<file path="config.mk">
export PLATFORM = sky130hd
export DESIGN_NAME = seg7_scan_driver
export DESIGN_NICKNAME = d
export VERILOG_FILES = /design/src/rtl/seg7_defs_pkg.sv /design/src/rtl/seg7_hex_lut.sv /design/src/rtl/seg7_scan_driver.sv
export SDC_FILE = /design/constraint.sdc
export NUM_CORES = 1
export LEC_CHECK = 0
export BUFFER_PORTS_ARGS = -buffer_cell sky130_fd_sc_hd__clkbuf_2
export CORE_MARGIN = 2
export CORE_UTILIZATION = 55
export CTS_BUF_LIST = sky130_fd_sc_hd__clkbuf_16
export DETAILED_ROUTE_END_ITERATION = 7
export GPL_ROUTABILITY_DRIVEN = 0
export PLACE_DENSITY = 0.79
export SKIP_LAST_GASP = 1
export SYNTH_ARGS = -nofsm -noshare
export SYNTH_HDL_FRONTEND = slang
export SYNTH_SLANG_ARGS = --single-unit
</file>
<file path="constraint.sdc">
create_clock -name clk -period 3 [get_ports clk]
set_input_delay 0.45 -clock clk [delete_from_list [all_inputs] [get_ports clk]]
set_output_delay 0.45 -clock clk [all_outputs]
set_load 0.02 [all_outputs]
</file>
<file path="src/rtl/seg7_defs_pkg.sv">
// Shared font constants and a clog2 helper for the 7-segment scan driver.
// Segment order is {g,f,e,d,c,b,a}, active-low (0 = lit).
package seg7_defs;

  localparam logic [6:0] SEG_0   = 7'b1000000;
  localparam logic [6:0] SEG_1   = 7'b1111001;
  localparam logic [6:0] SEG_2   = 7'b0100100;
  localparam logic [6:0] SEG_3   = 7'b0110000;
  localparam logic [6:0] SEG_4   = 7'b0011001;
  localparam logic [6:0] SEG_5   = 7'b0010010;
  localparam logic [6:0] SEG_6   = 7'b0000010;
  localparam logic [6:0] SEG_7   = 7'b1111000;
  localparam logic [6:0] SEG_8   = 7'b0000000;
  localparam logic [6:0] SEG_9   = 7'b0010000;
  localparam logic [6:0] SEG_A   = 7'b0001000;
  localparam logic [6:0] SEG_B   = 7'b0000011;
  localparam logic [6:0] SEG_C   = 7'b1000110;
  localparam logic [6:0] SEG_D   = 7'b0100001;
  localparam logic [6:0] SEG_E   = 7'b0000110;
  localparam logic [6:0] SEG_F   = 7'b0001110;
  localparam logic [6:0] SEG_OFF = 7'h7F;

  function automatic int clog2(input int value);
    int r;
    r = 0;
    for (int i = 0; i < 32; i++) begin
      if ((1 << r) < value) r++;
    end
    return r;
  endfunction

endpackage

</file>
<file path="src/rtl/seg7_hex_lut.sv">
// Combinational hex nibble to active-low 7-segment pattern.
module seg7_hex_lut
  import seg7_defs::*;
(
  input  logic [3:0] nibble,
  output logic [6:0] seg
);

  always_comb begin
    seg = SEG_OFF;
    case (nibble)
      4'h0: seg = SEG_0;
      4'h1: seg = SEG_1;
      4'h2: seg = SEG_2;
      4'h3: seg = SEG_3;
      4'h4: seg = SEG_4;
      4'h5: seg = SEG_5;
      4'h6: seg = SEG_6;
      4'h7: seg = SEG_7;
      4'h8: seg = SEG_8;
      4'h9: seg = SEG_9;
      4'hA: seg = SEG_A;
      4'hB: seg = SEG_B;
      4'hC: seg = SEG_C;
      4'hD: seg = SEG_D;
      4'hE: seg = SEG_E;
      4'hF: seg = SEG_F;
      default: seg = SEG_OFF;
    endcase
  end

endmodule

</file>
<file path="src/rtl/seg7_scan_driver.sv">
// Time-multiplexed common-anode 7-segment driver with frame-latched inputs and anti-ghost gap.
// Optional LEADING_ZERO_SUPPRESS_EN blanks leading zero digits (digit 0 always shown).
module seg7_scan_driver
  import seg7_defs::*;
#(
  parameter int NUM_DIGITS = 4,
  parameter int SCAN_DIV   = 8,
  parameter int GAP        = 1,
  parameter int ANODE_LOW  = 1
) (
  input  logic                           clk,
  input  logic                           rst,
  input  logic                           en,
  input  logic [4*NUM_DIGITS-1:0]        hex,
  input  logic [NUM_DIGITS-1:0]          dp_in,
  input  logic [NUM_DIGITS-1:0]          blank,
  output logic [NUM_DIGITS-1:0]          anode,
  output logic [6:0]                     segment,
  output logic                           dp,
  output logic [clog2(NUM_DIGITS)-1:0]   digit_idx,
  output logic                           frame_done
);

  localparam int IW = clog2(NUM_DIGITS);
  localparam int DW = clog2(SCAN_DIV);
  localparam logic [NUM_DIGITS-1:0] ANODE_OFF = (ANODE_LOW != 0) ? '1 : '0;

  logic [DW-1:0]           div_cnt_reg;
  logic [IW-1:0]           digit_idx_reg;
  logic                    primed_reg;
  logic [4*NUM_DIGITS-1:0] shadow_hex_reg;
  logic [NUM_DIGITS-1:0]   shadow_dp_reg;
  logic [NUM_DIGITS-1:0]   shadow_blank_reg;
  logic [NUM_DIGITS-1:0]   anode_reg;
  logic [6:0]              segment_reg;
  logic                    dp_reg;
  logic                    frame_done_reg;

  logic                    first_en;
  logic                    slot_end;
  logic                    frame_end;
  logic [4*NUM_DIGITS-1:0] src_hex;
  logic [NUM_DIGITS-1:0]   src_dp;
  logic [NUM_DIGITS-1:0]   src_blank;
  logic [NUM_DIGITS-1:0]   suppress;
  logic [NUM_DIGITS-1:0]   strobe;
  logic [NUM_DIGITS-1:0]   anode_on;
  logic [3:0]              cur_nibble;
  logic [6:0]              cur_seg;
  logic                    cur_dark;
  logic                    in_gap;

  assign first_en  = en && !primed_reg;
  assign slot_end  = (div_cnt_reg == DW'(SCAN_DIV - 1));
  assign frame_end = en && slot_end && (digit_idx_reg == IW'(NUM_DIGITS - 1));

  // The very first enabled cycle decodes straight from the inputs, since the shadow
  // copy only lands on that same edge.
  assign src_hex   = first_en ? hex   : shadow_hex_reg;
  assign src_dp    = first_en ? dp_in : shadow_dp_reg;
  assign src_blank = first_en ? blank : shadow_blank_reg;

`ifdef LEADING_ZERO_SUPPRESS_EN
  // Walk down from the top digit; suppression stops at the first non-zero nibble or lit dp.
  always_comb begin
    logic run;
    suppress = '0;
    run      = 1'b1;
    for (int i = NUM_DIGITS - 1; i > 0; i--) begin
      run         = run && (src_hex[4*i +: 4] == 4'h0) && !src_dp[i];
      suppress[i] = run;
    end
  end
`else
  assign suppress = '0;
`endif

  generate
    for (genvar gi = 0; gi < NUM_DIGITS; gi++) begin : g_strobe
      assign strobe[gi] = (digit_idx_reg == IW'(gi));
    end
  endgenerate

  assign anode_on   = (ANODE_LOW != 0) ? ~strobe : strobe;
  assign cur_nibble = src_hex[4*int'(digit_idx_reg) +: 4];
  assign cur_dark   = src_blank[digit_idx_reg] || suppress[digit_idx_reg];
  assign in_gap     = (int'(div_cnt_reg) < GAP);

  seg7_hex_lut u_lut (
    .nibble (cur_nibble),
    .seg    (cur_seg)
  );

  always_ff @(posedge clk) begin
    if (rst) begin
      div_cnt_reg      <= '0;
      digit_idx_reg    <= '0;
      primed_reg       <= 1'b0;
      shadow_hex_reg   <= '0;
      shadow_dp_reg    <= '0;
      shadow_blank_reg <= '0;
      anode_reg        <= ANODE_OFF;
      segment_reg      <= SEG_OFF;
      dp_reg           <= 1'b1;
      frame_done_reg   <= 1'b0;
    end else begin
      frame_done_reg <= frame_end;
      if (en) begin
        div_cnt_reg <= slot_end ? '0 : div_cnt_reg + 1'b1;
        if (slot_end) begin
          digit_idx_reg <= (digit_idx_reg == IW'(NUM_DIGITS - 1)) ? '0 : digit_idx_reg + 1'b1;
        end
        if (first_en || frame_end) begin
          shadow_hex_reg   <= hex;
          shadow_dp_reg    <= dp_in;
          shadow_blank_reg <= blank;
        end
        primed_reg  <= 1'b1;
        anode_reg   <= in_gap ? ANODE_OFF : anode_on;
        segment_reg <= cur_dark ? SEG_OFF : cur_seg;
        dp_reg      <= cur_dark ? 1'b1 : ~src_dp[digit_idx_reg];
      end else begin
        anode_reg   <= ANODE_OFF;
        segment_reg <= SEG_OFF;
        dp_reg      <= 1'b1;
      end
    end
  end

  assign anode      = anode_reg;
  assign segment    = segment_reg;
  assign dp         = dp_reg;
  assign digit_idx  = digit_idx_reg;
  assign frame_done = frame_done_reg;

endmodule
</file>
==> flow_summary.toml <==
[route]
first_pass_iters = 6
drtIter0Drc = 91
route.detailed.drc = 0
vias_per_cell = 5.472
wl_per_cell_um = 13.55
drt.antenna.violating_nets = 0
drt_wl_total_um = 4337
routed-via-count = 1751

[power]
finalPower_mw = 1.402
ir_drop_mv = 0.2844
power_leakage_nw = 1.125
p_per_area_mw_per_mm2 = 543.3

[sta]
rsz0062_at_grt = "no"
setup_violations = 0
fin_setup_tns_ns = 0
skew_ns = 0.005465
slew_violations = 0
fmax_mhz = 384.0
tightest_slew_ns = 0.8082
fin_crit_sh = 0.8680
hold_viol = 0
min_period_ns = 2.604
relSlewSlack = 0.4599
hold_ws_ns = 0.3942

[synth]
synth_ff_type = "dfxtp_1"
synth_edf_count = 0
ys_ff_latch = 43
synth.avg_cell_area_um2 = 9.471
synthDistinctLibCells = 39
synth_nets = 269
seq_area_frac_synth = 0.3952
syn_area_mm2 = 0.002178
synthArstFlopShare = 0
yosysWarnings = 0
syn-instance-count = 230

[critical_path]
worstReg2RegStart = "primed_reg$_SDFFE_PP0P_"
slowest_stage = "mux4_1"
max_stage_delay_ns = 0.65
startpoint_type = "register"
path_class = "register to register"
crit_arrival_ns = 2.76
crit_chain = "nor2b_2, mux4_1, mux2i_4, inv_1, ha_1, nor4_1, a211oi_2"
critPathRequiredTime_ns = 3.15
critPathLaunch = "primed_reg$_SDFFE_PP0P_"
cp_max_fo = 9
critical_path.endpoint_type = "register"

[finish]
ff_latch_area_um2 = 860.8
multi_input_area_mm2 = 0.001216
largest_reg_flops = 16
drive_gt1_frac = 0.2537
num_antenna_cells = 0
fin_nets = 310
area_growth_pct = 18.50
fillCellCount = 307

[die]
die_area_mm2 = 0.004480
fp.coreArea_mm2 = 0.003744
pin_count = 42
start_util = 0.5819
die_w_um = 66.94
fp-row-count = 22
die_y_um = 66.94

[clock_tree]
cts_root_buf = "clkbuf_16"
tritoncts = "yes"
post_cts_buffers = 0
clock_path_buffers = 2
clock-sinks = 43
holdBufCountCts = 0
clkLatencyLatePin_ns = 0.28
path_clk_slew_ns = 0.06
htree_num_levels = 2
cts_buffers = 5
cts_resized = 0

[global_routing]
grt_util_met2 = 0.3775
antenna_found_initial = 0
grt_pass1_vias = 1709
grt_max_degree = 31
overflow = 0
track_usage = 0.2259
grt-busiest-layer = "met2"
grt_use_met3 = 0.05236
grt_pass1_wl_um = 7590
met1_usage = 0.2892

[place]
dp.final_hpwl_um = 3151
io_buffers = 41

[hold_path]
min_from = "dp_in[0]"
hold_path.class = "primary input to register"

[flow_run]
drv_cap = 0

[run_status]
status = "finished, final reports clean"
[area by class of cell]
cell class	count	area share
multi-input cells	167	0.4712
flip-flops and latches	43	0.3335
repair buffers	48	0.09985
clock buffers	5	0.04847
well taps	48	0.02327
clock inverters	3	0.01503
inverters	6	0.008725
[logic make-up (layout without fill, tap and decap cells)]
group                      after synthesis  in the layout  share of synthesized area
adders and majority gates               12             12                    0.06892
xor gates and xnor gates                 1              1                   0.004021
muxes                                   20             20                     0.1735
and+or+nand+nor                         90             90                     0.1890
AOI/OAI and AO/OA                       44             44                     0.1229
buffers and inverters                   20             62                    0.04652
DFF                                     43             43                     0.3952
[cells in the mapped netlist (all sizes together), types with 2 or more instances]
master | count | area share
a2111oi | 4 | 0.016
a211oi | 2 | 0.0092
a21oi | 27 | 0.062
a31oi | 3 | 0.0086
and3b | 4 | 0.018
buf | 5 | 0.021
clkbuf | 9 | 0.016
dfxtp | 43 | 0.40
ha | 12 | 0.069
inv | 6 | 0.010
mux2i | 9 | 0.053
mux4 | 10 | 0.12
nand2 | 60 | 0.10
nand2b | 3 | 0.0086
nor2 | 10 | 0.017
nor2b | 2 | 0.0069
nor3 | 3 | 0.0069
nor4 | 2 | 0.0057
o21ai | 3 | 0.0069
[metrics by stage]
stage	setup slack (ns)	util	instances	area, um2
after detailed placement	0.2147	0.6457	312	2417
after CTS	0.3710	0.6895	320	2581
after floorplan	0.5010	-	230	2178
after global routing	0.2167	0.6895	320	2581
final	0.3959	0.6895	320	2581
after global placement	0.3072	0.6457	312	2417
[per-layer routing]
layer	wire, um	vias up	part of all wire
met4	56	0	0.013
met1	1980	816	0.46
met2	2117	37	0.49
met5	0	-	0
met3	183	7	0.042
li1	-	891	-
[final timing paths]
path	to	slack, ns	cells past startpoint
worst max register to register	segment[0]$_SDFF_PP1_	0.40	7
worst min register to register	shadow_dp_reg[0]$_SDFFE_PP0P_	0.45	2
worst max-delay path	segment[0]$_SDFF_PP1_	0.40	7
worst min-delay path	shadow_dp_reg[0]$_SDFFE_PP0P_	0.39	3
[cell usage in the layout (no fill, tap or decap), types with 2 or more instances in the layout]
master / instances
nand2b_1: 3
and3b_2: 4
o21ai_0: 3
buf_4: 7
a21oi_1: 27
ha_1: 12
nor4_1: 2
nand2_1: 60
mux2i_1: 7
a2111oi_0: 4
mux4_1: 7
a31oi_1: 3
clkbuf_16: 5
dfxtp_1: 43
clkbuf_2: 41
nor3_1: 3
inv_1: 5
mux2i_4: 2
nor2_1: 10
mux4_2: 3
[worst max-delay path: cells and delay by family, from the launching register on]
kind / cells / cell delay (ns)
compound gates: 1 / 0.08
fa+ha+maj: 1 / 0.24
buf+inv: 1 / 0.11
flops: 1 / 0.38
mux: 2 / 0.91
simple gates: 2 / 0.77
[power breakdown]
group / total (mW) / internal (mW) / switching (mW)
logic: 0.193 / 0.0864 / 0.106
registers: 0.614 / 0.600 / 0.0141
clock network: 0.595 / 0.388 / 0.208
total: 1.40 / 1.07 / 0.328
(Power assumes the default switching activity.)
